[src/rtl/metro_gate_ctrl.sv]
// Single-lane metro gate controller: validates an access code against a range,
// opens the door with early close on passage, and tracks rejects, lockout and tailgating.
module metro_gate_ctrl #(
    parameter int CODE_W      = 4,
    parameter int CODE_MIN    = 4,
    parameter int CODE_MAX    = 11,
    parameter int OPEN_CYCLES = 16,
    parameter int DENY_CYCLES = 4,
    parameter int MAX_FAILS   = 3,
    parameter int LOCK_CYCLES = 32,
    parameter int CNT_W       = 16,
    localparam int FAIL_W     = $clog2(MAX_FAILS + 1)
) (
    input  logic              clk,
    input  logic              rst,
    input  logic [CODE_W-1:0] access_code,
    input  logic              validate_code,
    input  logic              pass_sensor,
    output logic              open_access_door,
    output logic              deny_led,
    output logic              lockout,
    output logic              tailgate_alarm,
    output logic [1:0]        state_out,
    output logic [FAIL_W-1:0] fail_count,
    output logic [CNT_W-1:0]  pass_count
);

    typedef enum logic [1:0] {
        S_IDLE    = 2'b00,
        S_GRANTED = 2'b01,
        S_DENIED  = 2'b10,
        S_LOCKOUT = 2'b11
    } state_t;

    localparam int MAX_OD  = (OPEN_CYCLES > DENY_CYCLES) ? OPEN_CYCLES : DENY_CYCLES;
    localparam int MAX_CYC = (MAX_OD > LOCK_CYCLES) ? MAX_OD : LOCK_CYCLES;
    localparam int TMR_W   = (MAX_CYC > 1) ? $clog2(MAX_CYC) : 1;

    // Timer holds "cycles remaining after this one", so each state loads N-1.
    localparam logic [TMR_W-1:0]  OPEN_LD  = TMR_W'(OPEN_CYCLES - 1);
    localparam logic [TMR_W-1:0]  DENY_LD  = TMR_W'(DENY_CYCLES - 1);
    localparam logic [TMR_W-1:0]  LOCK_LD  = TMR_W'(LOCK_CYCLES - 1);
    localparam logic [CODE_W-1:0] CODE_LO  = CODE_W'(CODE_MIN);
    localparam logic [CODE_W-1:0] CODE_HI  = CODE_W'(CODE_MAX);
    localparam logic [FAIL_W-1:0] FAIL_LIM = FAIL_W'(MAX_FAILS);

    generate
        if (CODE_MIN < 0 || CODE_MIN > CODE_MAX || CODE_MAX >= (1 << CODE_W)) begin : g_bad_code
            $error("metro_gate_ctrl: code range must satisfy 0 <= CODE_MIN <= CODE_MAX < 2**CODE_W");
        end
        if (OPEN_CYCLES < 1 || DENY_CYCLES < 1 || LOCK_CYCLES < 1 || MAX_FAILS < 1) begin : g_bad_cycles
            $error("metro_gate_ctrl: cycle counts and MAX_FAILS must be at least 1");
        end
    endgenerate

    state_t             r_state;
    logic [TMR_W-1:0]   r_timer;
    logic [FAIL_W-1:0]  r_fail_count;
    logic [CNT_W-1:0]   r_pass_count;
    logic               r_tailgate;

    logic               w_code_ok;
    logic [FAIL_W-1:0]  w_fail_next;
    logic               w_timer_done;

    assign w_code_ok    = (access_code >= CODE_LO) && (access_code <= CODE_HI);
    assign w_fail_next  = r_fail_count + FAIL_W'(1);
    assign w_timer_done = (r_timer == '0);

    // NOTE: state updates use non-blocking assignments so every branch sees the pre-edge values.
    always_ff @(posedge clk or negedge rst) begin
        if (!rst) begin
            r_state      <= S_IDLE;
            r_timer      <= '0;
            r_fail_count <= '0;
            r_pass_count <= '0;
            r_tailgate   <= 1'b0;
        end else begin
            r_tailgate <= pass_sensor && (r_state != S_GRANTED);

            case (r_state)
                S_IDLE: begin
                    if (validate_code) begin
                        if (w_code_ok) begin
                            r_state      <= S_GRANTED;
                            r_timer      <= OPEN_LD;
                            r_fail_count <= '0;
                        end else begin
                            r_fail_count <= w_fail_next;
                            if (w_fail_next == FAIL_LIM) begin
                                r_state <= S_LOCKOUT;
                                r_timer <= LOCK_LD;
                            end else begin
                                r_state <= S_DENIED;
                                r_timer <= DENY_LD;
                            end
                        end
                    end
                end

                S_GRANTED: begin
                    // A passage always wins, including on the last open cycle.
                    if (pass_sensor) begin
                        r_state      <= S_IDLE;
                        r_pass_count <= r_pass_count + CNT_W'(1);
                    end else if (w_timer_done) begin
                        r_state <= S_IDLE;
                    end else begin
                        r_timer <= r_timer - TMR_W'(1);
                    end
                end

                S_DENIED: begin
                    if (w_timer_done) begin
                        r_state <= S_IDLE;
                    end else begin
                        r_timer <= r_timer - TMR_W'(1);
                    end
                end

                S_LOCKOUT: begin
                    if (w_timer_done) begin
                        r_state      <= S_IDLE;
                        r_fail_count <= '0;
                    end else begin
                        r_timer <= r_timer - TMR_W'(1);
                    end
                end

                default: r_state <= S_IDLE;
            endcase
        end
    end

    assign open_access_door = (r_state == S_GRANTED);
    assign deny_led         = (r_state == S_DENIED);
    assign lockout          = (r_state == S_LOCKOUT);
    assign tailgate_alarm   = r_tailgate;
    assign state_out        = r_state;
    assign fail_count       = r_fail_count;
    assign pass_count       = r_pass_count;

endmodule

[config.mk]
export PLATFORM = sky130hd
export DESIGN_NAME = metro_gate_ctrl
export DESIGN_NICKNAME = d
export VERILOG_FILES = /design/src/rtl/metro_gate_ctrl.sv
export SDC_FILE = /design/constraint.sdc
export NUM_CORES = 1
export LEC_CHECK = 0
export CORE_MARGIN = 8
export CORE_UTILIZATION = 40
export CTS_BUF_LIST = sky130_fd_sc_hd__clkbuf_8 sky130_fd_sc_hd__clkbuf_16
export DETAILED_ROUTE_END_ITERATION = 12
export PLACE_DENSITY = 0.7
export SYNTH_ARGS = -nofsm -noshare
export SYNTH_HDL_FRONTEND = slang
export SYNTH_SLANG_ARGS = --single-unit
[constraint.sdc]
create_clock -name clk -period 3.1 [get_ports clk]
set_input_delay 0.31 -clock clk [delete_from_list [all_inputs] [get_ports clk]]
set_output_delay 0.31 -clock clk [all_outputs]
set_load 0.03 [all_outputs]
; After elaboration in Yosys (flattened, before gate mapping)
; Index checks and enable logic that the tools add are counted.
[word_totals]
ff_bits = 26
inputBits = 8
[classes]
n_addsub = 3
order_cmp = 2
eq_ne = 8
n_mux = 16
reduce_logical = 9
[op_table]
columns = operator, n
row1 = $mux 5, 5
row2 = $add 16x1->16 const B, 1
row3 = $pmux 5 s3, 1
row4 = $mux 2, 7
row5 = $eq 2x2->1 const B, 3
row6 = $pmux 2 s3, 1
row7 = $logic_not 5->1, 1
row8 = $sub 5x1->5 const B, 1
row9 = $ge 4x3->1 const B, 1
row10 = $le 4x4->1 const B, 1
row11 = $ne 2x1->1 const B, 2
row12 = $ne 2x2->1 const B, 2
row13 = $pmux 2 s2, 1
row14 = $reduce_and 2->1, 2
row15 = $reduce_and 3->1, 1
row16 = $add 2x1->2 const B, 1
row17 = $eq 2x1->1 const B, 1
row18 = $logic_and 1x1->1, 2
row19 = $logic_not 2->1, 1
row20 = $reduce_bool 2->1, 1
row21 = $reduce_or 2->1, 1
row22 = $mux 1, 1

; Depth between registers and ports, before layout
; Gate-level depths: netlist of run 1.
[depth]
depth_word = 6
mapped_depth = 6
depth_no_buf = 6

; Worst setup path after synthesis of run 1
; No wires, ideal clock.
[synth_timing]
kind = flip-flop to flip-flop
from = register r_state[0], in the netlist state_out[0]
to = register r_pass_count[1], in the netlist pass_count[1]
setup_time_ns = 0.125
t_arrival_ns = 1.799
path_slack_ns = 1.176
stages_incl_launch_ff = 5
n_path_buf = 1
cell_sequence = dfrtp_1 buf_2 nor2b_1 nand2_1 mux2_2
[synth_between]
elab_chain_len = 2
[synth_rtl]
columns = item, line
row1 = from (decl), 56  ; state_t r_state;
row2 = from (signal assigned), 73  ; r_state <= S_IDLE;
row3 = from (signal assigned), 85  ; r_state <= S_GRANTED;
row4 = from (signal assigned), 91  ; r_state <= S_LOCKOUT;
row5 = $eq 2x1->1, n/a
row6 = named net open_access_door, 19  ; output logic open_access_door,
row7 = $reduce_and 2->1 (no source line), n/a
row8 = to (signal assigned), 105  ; r_pass_count <= r_pass_count + CNT_W'(1);
row9 = to (decl), 59  ; logic [CNT_W-1:0] r_pass_count;
; The timed path passes the listed nets, and every way through them passes these cells.
; A chain may end at the register's enable or synchronous reset.

; Final worst setup path of run 1
[layout_timing]
from = register r_state[0], in the netlist state_out[0]
to = output open_access_door
[layout_between]
elab_chain_len = 1
[layout_rtl]
columns = item, line
row1 = $eq 2x1->1, 135  ; assign open_access_door = (r_state == S_GRANTED);
row2 = to (decl), 19
; No other way between the ends.

==> results of run 1 <==
[layout make-up]
type	count	area share
Multi-Input combinational cell	88	0.352
Clock buffer	4	0.0331
Tap cell	44	0.0331
Sequential cell	26	0.392
Inverter	5	0.0113
Timing Repair Buffer	30	0.179
[power by group]
group / leakage, nW / switching [mW] / internal, mW
Combinational: 0.324 / 0.322 / 0.254
Sequential: 0.335 / 0.0963 / 0.419
Clock: 0.0288 / 0.0999 / 0.113
[cells by family (layout without fill, tap and decap cells)]
| family | after synthesis | count (layout) | synth area share |
|---|---|---|---|
| compound gates | 18 | 18 | 0.0921 |
| xor+xnor | 17 | 17 | 0.117 |
| fa+ha+maj | 3 | 3 | 0.0294 |
| buf+inv | 8 | 39 | 0.0333 |
| flops | 26 | 26 | 0.509 |
| mux | 2 | 2 | 0.0167 |
| simple gates | 48 | 48 | 0.203 |
[synth_stat cells (all sizes together)]
cell type | instances | share of area
a211o | 1 | 0.0069
a21oi | 3 | 0.012
a22oi | 2 | 0.012
and2 | 3 | 0.015
and3 | 1 | 0.0049
and4 | 1 | 0.0069
and4b | 1 | 0.0078
buf | 3 | 0.019
dfrtp | 26 | 0.51
ha | 3 | 0.029
inv | 5 | 0.015
mux2 | 1 | 0.0088
mux2i | 1 | 0.0078
nand2 | 10 | 0.029
nand2b | 2 | 0.0098
nand3 | 8 | 0.031
nand4 | 5 | 0.024
nor2 | 7 | 0.023
nor2b | 5 | 0.024
nor3 | 4 | 0.020
nor4b | 1 | 0.0069
o211ai | 1 | 0.0059
o21ai | 6 | 0.024
o21bai | 1 | 0.0059
o22ai | 1 | 0.0049
o2bb2a | 1 | 0.0078
o2bb2ai | 1 | 0.0069
o31a | 1 | 0.0069
xnor2 | 16 | 0.11
xor2 | 1 | 0.0069
[routing by layer]
metal | global-route usage | wire, um | up-vias
met2 | 0.190 | 1280 | 20
met3 | 0.0344 | 177 | 2
met1 | 0.116 | 1130 | 481
met5 | 0 | 0 | -
li1 | - | - | 486
met4 | 0.0400 | 12 | 0
[sequential cells by signal, indices dropped and copies added, names as in the netlist]
name,flops
r_timer,5
pass_count,16
tailgate_alarm,1
state_out,2
fail_count,2
[through the flow]
stage	utilization	power (mW)	hold slack (ps)	instances	setup slack, ps
2_1_floorplan	-	0.904	14.4	122	1180
3_3_place_gp	0.526	1.09	461	193	1220
3_5_place_dp	0.526	1.11	465	193	1160
4_1_cts	0.544	1.32	418	197	964
5_1_grt	0.544	1.40	446	197	869
6_report	0.544	1.30	411	197	995
[path summary, 6_finish.rpt]
kind                                       startpoint                         end  slack (ps)  cells after the start
setup / recovery             state_out[0]$_DFFE_PN0P_            open_access_door         990                      2
setup reg to reg               r_timer[0]$_DFFE_PN0P_      r_timer[1]$_DFFE_PN0P_        1430                      5
hold / removal                                    rst   pass_count[6]$_DFFE_PN0P_         410                      2
hold reg to reg            pass_count[15]$_DFFE_PN0P_  pass_count[15]$_DFFE_PN0P_         480                      1
max in group asynchronous                         rst   pass_count[4]$_DFFE_PN0P_        2440                      2
min in group clk           pass_count[15]$_DFFE_PN0P_  pass_count[15]$_DFFE_PN0P_         480                      1
==> impl_metrics.tcl, run 1 <==
set metrics [dict create \
    status "finished clean" \
    powerDensity_nw_per_um2 785 \
    ys_seq_area_frac 0.509 \
    netlist_area_um2 1280 \
    hold_violations 0 \
    synth.distinct_cells 34 \
    rows 20 \
    post_cts_resized 0 \
    crit_fanout 11 \
    min_period_over_period 0.679 \
    drive_above_1_share 0.0523 \
    post_cts_buffers 0 \
    fin_area_um2 1660 \
    grt_max_degree 27 \
    worst_pin_slew_ps 678 \
    grt_overflow 0 \
    finClkSkew_ps 1.04 \
    clock-sinks 26 \
    fill_cells 311 \
    avgSynthCellArea_um2 10.5 \
    min_path_type "in2async" \
    antenna_cells 0 \
    layout_common_cells "clkdlybuf4s50_1, dfrtp_1, xnor2_1, nand2_1, nand3_1" \
    ys_warn_count 0 \
    path_delay_family "buffers and inverters" \
    post_drt_wl_per_cell_um 13.2 \
    critPathCaptureType "output port" \
    path_buf_inv 1 \
    detail-route-antenna-nets 0 \
    cp_slowest_cell "clkdlybuf4s50_1" \
    cts_buffer_depth 2 \
    grt_use_total 0.107 \
    die_h_um 72.5 \
    synth_fp_nets 133 \
    cts_inserted_buffers 3 \
    placed_cell_area_um2 1610 \
    insertion_delay_ps 260 \
    ir_worst_vdd_mv 0.460 \
    num-nets-final 165 \
    postCtsHoldBufs 0 \
    synth_cells 122 \
    ios 32 \
    tritoncts "yes" \
    die_area_um2 5260 \
    coreArea_um2 3050 \
    cpPeakStageDelay_ps 720 \
    cts-root-buf "clkbuf_8" \
    max-slew-margin-rel 0.542 \
    seq_area_um2 651 \
    start_kind "flop" \
    ys_seq_elements 26 \
    tns_ps 0 \
    dp_hpwl_um 1990 \
    drc 0 \
    vias 989 \
    drt-initial-drc-count 20 \
    dieWidth_um 72.5 \
    firstDrtPassIters 4 \
    gp_congestion 0.783 \
    critPathRequiredTime_ps 2790 \
    setup_viol 0 \
    drv_cap 0 \
    max_freq_ghz 0.475 \
    critical_path_class "reg2out" \
    start_util 0.418 \
    routed_wl_um 2600 \
    htree_levels 1 \
    clk_pin_slew_ps 90 \
    vias_per_cell 5.02 \
    cp_cell_sequence "nor2b_1, clkdlybuf4s50_1" \
    leakage_nw 0.688 \
    syn_to_final_growth_pct 30.1 \
    grt_antenna_before_repair 0 \
    drv_slew 0 \
    min_period_ps 2110 \
    rsz0062_at_grt "false" \
    multi_input_area_um2 584 \
    grt_pass1_wl_um 4570 \
    arrival_ps 1800 \
    grt_pass1_vias 1008 \
    layout_commonest_cell "clkdlybuf4s50_1" \
    portBuffers 29 \
]
No activity file was read; power rests on OpenSTA's default activity.
==> run 2: changes to the inputs <==
PLACE_DENSITY = 0.73   (was 0.7)
clock period = 1.7 ns   (was 3.1 ns; I/O delays follow)
==> run 2 against run 1 <==
- critical path depth down 1
- via count up 5.9%
- power up 99%
- utilization up 2.4 points
- final area up 4.4%
- hold slack worse by 160 ps
- sequential power up 81%
==> impl_metrics.tcl, run 2 (synthesis gave the netlist of run 1 again) <==
set metrics [dict create \
    largest_reg_flops 16 \
    grt_pass1_vias 1042 \
    start_kind "flop" \
    die_h_um 72.5 \
    finClkSkew_ps 12.2 \
    routed_wl_um 2790 \
    leakage_nw 0.744 \
    status "finished clean" \
    htree_levels 1 \
    p_sw_mw 1.01 \
    cp_slowest_cell "clkdlybuf4s50_1" \
    grt_busiest_layer "met2" \
    setup_viol 0 \
    multi_input_area_um2 593 \
    cpPeakStageDelay_ps 710 \
    vias_per_cell 5.13 \
    dp_hpwl_um 2150 \
    grt_use_met2 0.198 \
    max_freq_ghz 0.623 \
    hold_violations 0 \
    powerDensity_nw_per_um2 1490 \
    rows 20 \
    max-slew-margin-rel 0.728 \
    clkPwrFrac 0.198 \
    antenna_cells 0 \
    p_sw_frac 0.388 \
    fill_cells 291 \
    die_area_um2 5260 \
    insertion_delay_ps 270 \
    num-nets-final 172 \
    post_drt_wl_per_cell_um 13.7 \
    start_util 0.418 \
    cp_cell_sequence "clkdlybuf4s50_1" \
    cts_buffer_depth 2 \
    dieWidth_um 72.5 \
    min_path_type "in2async" \
    path_buf_inv 1 \
    min_period_over_period 0.944 \
    grt_overflow 0 \
    tns_ps 0 \
    grt_util_met3 0.0358 \
    portBuffers 29 \
    drive_above_1_share 0.106 \
    grt_use_total 0.110 \
    rsz0062_at_grt "false" \
    crit_fanout 5 \
    holdWs_ps 249 \
    tritoncts "yes" \
    critPathRequiredTime_ps 1530 \
    clock-sinks 26 \
    clk_pin_slew_ps 100 \
    cts_inserted_buffers 3 \
    vias 1047 \
    drt-initial-drc-count 15 \
    worst_pin_slew_ps 407 \
    post_cts_buffers 0 \
    ir_worst_vdd_mv 0.811 \
    critPathCaptureType "output port" \
    layout_commonest_cell "dfrtp_1" \
    p_seq_frac 0.361 \
    postCtsHoldBufs 0 \
    critical_path_class "reg2out" \
    drv_slew 0 \
    min_period_ps 1600 \
    grt_antenna_before_repair 0 \
    p_int_mw 1.59 \
    pwr-share-comb 0.441 \
    ios 32 \
    path_delay_family "buffers and inverters" \
    cts-root-buf "clkbuf_8" \
    coreArea_um2 3050 \
    drc 0 \
    syn_to_final_growth_pct 35.7 \
    gp_congestion 0.776 \
    detail-route-antenna-nets 0 \
    grt_pass1_wl_um 4670 \
    layout_common_cells "dfrtp_1, clkdlybuf4s50_1, xnor2_1, nand2_1" \
    firstDrtPassIters 4 \
    seq_area_um2 651 \
    drv_cap 0 \
    grt_max_degree 27 \
    arrival_ps 1430 \
    grt_util_met1 0.120 \
]
-- run 2: cell count changes in the layout (fill, tap and decap cells not counted) --
cell | previous run | this run
dlygate4sd2_1 | 0 | 4
bufinv_16 | 0 | 1
nor2b_2 | 0 | 1
nor4b_1 | 1 | 0
nor2b_1 | 5 | 4
clkbuf_8 | 4 | 3
clkdlybuf4s50_1 | 29 | 25
buf_4 | 1 | 8
nor4b_2 | 0 | 1
-- run 2: area by class of cell --
cell class / count / area share
Clock buffer: 3 / 0.0238
Clock inverter: 1 / 0.0173
Inverter: 5 / 0.0108
Multi-Input combinational cell: 88 / 0.342
Sequential cell: 26 / 0.375
Tap cell: 44 / 0.0317
Timing Repair Buffer: 37 / 0.199
-- run 2: timing repair --
item / CTS / global route
pin swaps: 0 / 0
endpoints found under the setup margin: 4 / 4
resized for setup: 4 / 1
cloned: 0 / 0
-- run 2: final timing paths --
check | start | endpoint | slack [ps] | cells past startpoint
setup / recovery | pass_count[0]$_DFFE_PN0P_ | pass_count[0] | 100 | 1
hold / removal | rst | pass_count[11]$_DFFE_PN0P_ | 250 | 2
setup reg to reg | r_timer[0]$_DFFE_PN0P_ | r_timer[3]$_DFFE_PN0P_ | 160 | 6
hold reg to reg | pass_count[15]$_DFFE_PN0P_ | pass_count[15]$_DFFE_PN0P_ | 490 | 1
max in group asynchronous | rst | fail_count[0]$_DFFE_PN0P_ | 1200 | 2
min in group clk | pass_count[15]$_DFFE_PN0P_ | pass_count[15]$_DFFE_PN0P_ | 490 | 1
-- run 2: power by group through the flow --
stage | clock network [mW] | registers, mW | logic [mW]
3_5_place_dp | 0 | 0.940 | 1.17
2_1_floorplan | 0 | 1.06 | 0.597
5_1_grt | 0.536 | 0.967 | 1.25
3_3_place_gp | 0 | 0.931 | 1.13
6_report | 0.512 | 0.936 | 1.14
4_1_cts | 0.520 | 0.930 | 1.14
-- run 2: routing by layer --
metal  part of all wire  wire length [um]  vias to the layer above
li1                   -                 -                      499
met1               0.41              1140                      521
met2               0.51              1430                       22
met3              0.070               195                        5
met4              0.011                31                        0
met5                  0                 0                        -
-- run 2: metrics by stage --
step                      total power [mW]  std cells  worst slack (ps)  instance area (um2)   util
after floorplan                       1.65        122              8.32                 1280      -
after global placement                2.06        200              91.5                 1660  0.544
after detailed placement              2.11        200              59.5                 1660  0.544
after CTS                             2.59        204              32.9                 1730  0.566
after global routing                  2.75        204              7.53                 1730  0.568
final                                 2.59        204              95.1                 1730  0.568
==> RTL edit, RTL diff (settings of run 2) <==
Change the parameter `CNT_W` from 16 to 32.
--- a/src/rtl/metro_gate_ctrl.sv
+++ b/src/rtl/metro_gate_ctrl.sv
@@ -8,7 +8,7 @@
     parameter int DENY_CYCLES = 4,
     parameter int MAX_FAILS   = 3,
     parameter int LOCK_CYCLES = 32,
-    parameter int CNT_W       = 16,
+    parameter int CNT_W       = 32,
     localparam int FAIL_W     = $clog2(MAX_FAILS + 1)
 ) (
     input  logic              clk,
Ports: changed (resized pass_count); port bits go from 32 to 48. The function was not compared with the original's and may differ.
==> RTL edit against run 2 <==
  * Setup slack lost 48 ps
  * Design area grew 66%
  * Synthesized area grew 55%
  * Critical path depth increased by 3
  * Sequential cell count up 16
  * Sequential share of layout area is 0.24 points lower
  * Total power rose by 16%
  * Non-clock buffer count is 26 higher
  * Highest routed layer unchanged
  * Routed wire length up 61%
==> RTL edit: results (changes against run 2) <==
----------------------------------------------------
[Clocking]
  Clock buffer count from CTS ... 5 (+2)
  Clk slew on worst S/H paths ... 80 ps (-20 ps)
  Clock Latency Late Sink ... 290 ps (+20 ps)
  Number of H-tree levels ... 2 (+1)

[Pwr]
  Worst vdd rail ir drop ... 0.916 mV (+13%)
  Proportion of power drawn by the clock network ... 0.216 (+0.018)
  Switch share ... 0.356 (-0.0320)
  Comb. pwr ... 1.02 mW (-11%)

[GRT]
  Global-route wire length before repair ... 7470 um (+60%)
  Largest net degree at the start of global routing ... 43 (+59%)

[Route]
  Total number of vias ... 1600 (+53%)
  Sum of met2 wire segment lengths after detailed routing ... 2040 um (+43%)
  Met3 Wirelength ... 348 um (+78%)
  DRT iter0 DRCs ... 51 (+36)
  Post-detailed-routing wire length ... 4500 um (+61%)

[Outcome]
  Result of the run ... completed

[STA]
  Final hold slack ... 371 ps (+122 ps)
  Crit path setup slack, layout ... 47.5 ps (-47.6 ps)
  Worst rel slew slack ... 0.775 (+0.0473)

[Placement]
  Port Buf Inserts ... 45 (+55%)
  Cell area reported after detailed placement ... 2750 um2 (+65%)

[Synth]
  Cells taking the most area after synthesis ... sky130_fd_sc_hd__dfrtp_1, sky130_fd_sc_hd__xnor2_1, sky130_fd_sc_hd__xor2_1
  Sequential element share of the synthesized area ... 0.531 (+0.0213)
  Synthesized netlist net count ... 191 (+44%)
  List of most frequent post-synthesis cells ... sky130_fd_sc_hd__dfrtp_1, sky130_fd_sc_hd__xnor2_1, sky130_fd_sc_hd__nand3_1, sky130_fd_sc_hd__nand2_1, sky130_fd_sc_hd__xor2_1
  Syn Inst Count ... 180 (+48%)

[Setup path]
  Top cell family by delay on the critical path ... simple AND/OR/NAND/NOR gates
  Worst R2R Start ... pass_count[0]
  Arrival time at the worst endpoint ... 1870 ps (+440 ps)
  Worst reg2reg endpoint ... pass_count[31]
  Largest stage delay on the critical path ... 590 ps (-120 ps)
  FF-to-FF path depth ... 4 (-2)

[Finish]
  Post-route non-filler standard cell count ... 315 (+54%)
  Proportion of layout cells with a drive suffix above 1 ... 0.250 (+0.144)
  Number of flip-flops under the largest register name ... 32 (+16)

----------------------------------------------------
## RTL edit: worst max path at each step
stage                  startpoint             end  depth (start not counted)
finish              pass_count[0]  pass_count[31]                          4
global route        pass_count[7]  pass_count[31]                          4
detailed placement    pass_sensor  pass_count[31]                          5
CTS                  state_out[1]    state_out[1]                          2
floorplan            state_out[1]  pass_count[29]                          4
global placement      pass_sensor  pass_count[31]                          5
## RTL edit: worst reg2reg max path, cell delays in order (launching register included)
cell	delay [ps]
sky130_fd_sc_hd__dfrtp_2	440
sky130_fd_sc_hd__nand3_2	110
sky130_fd_sc_hd__or4_4	590
sky130_fd_sc_hd__nor4_4	280
sky130_fd_sc_hd__xor2_1	160
## RTL edit: cells by family (layout without fill, tap and decap cells)
group / after synthesis / count (layout) / synth area share
simple gates: 71 / 71 / 0.220
mux: 1 / 1 / 0.00569
fa+ha+maj: 3 / 3 / 0.0190
buf+inv: 11 / 79 / 0.0208
compound gates: 20 / 20 / 0.0625
xor+xnor: 32 / 32 / 0.141
flops: 42 / 42 / 0.531
## RTL edit: metal layers
metal  vias to the layer above  GRT usage
met4                         0     0.0469
met3                         6     0.0473
met1                       773      0.155
li1                        776          -
met5                         -          0
met2                        45      0.192
## RTL edit: repair_timing
item	CTS	global route
pin swaps	1	1
endpoints found under the setup margin	5	9
endpoints found under the hold margin	42	0
gates resized for setup	3	6
buffers inserted	0	1
hold buffers	1	0
## RTL edit: final cells by class
| type | instances | area [um2] |
|---|---|---|
| clock buffers | 6 | 82.6 |
| fillers | 415 | 1870 |
| repair buffers | 63 | 599 |
| well taps | 67 | 83.8 |
| clock inverters | 2 | 8.76 |
| multi-input cells | 127 | 1000 |
| inverters | 8 | 30.0 |
| flip-flops and latches | 42 | 1070 |
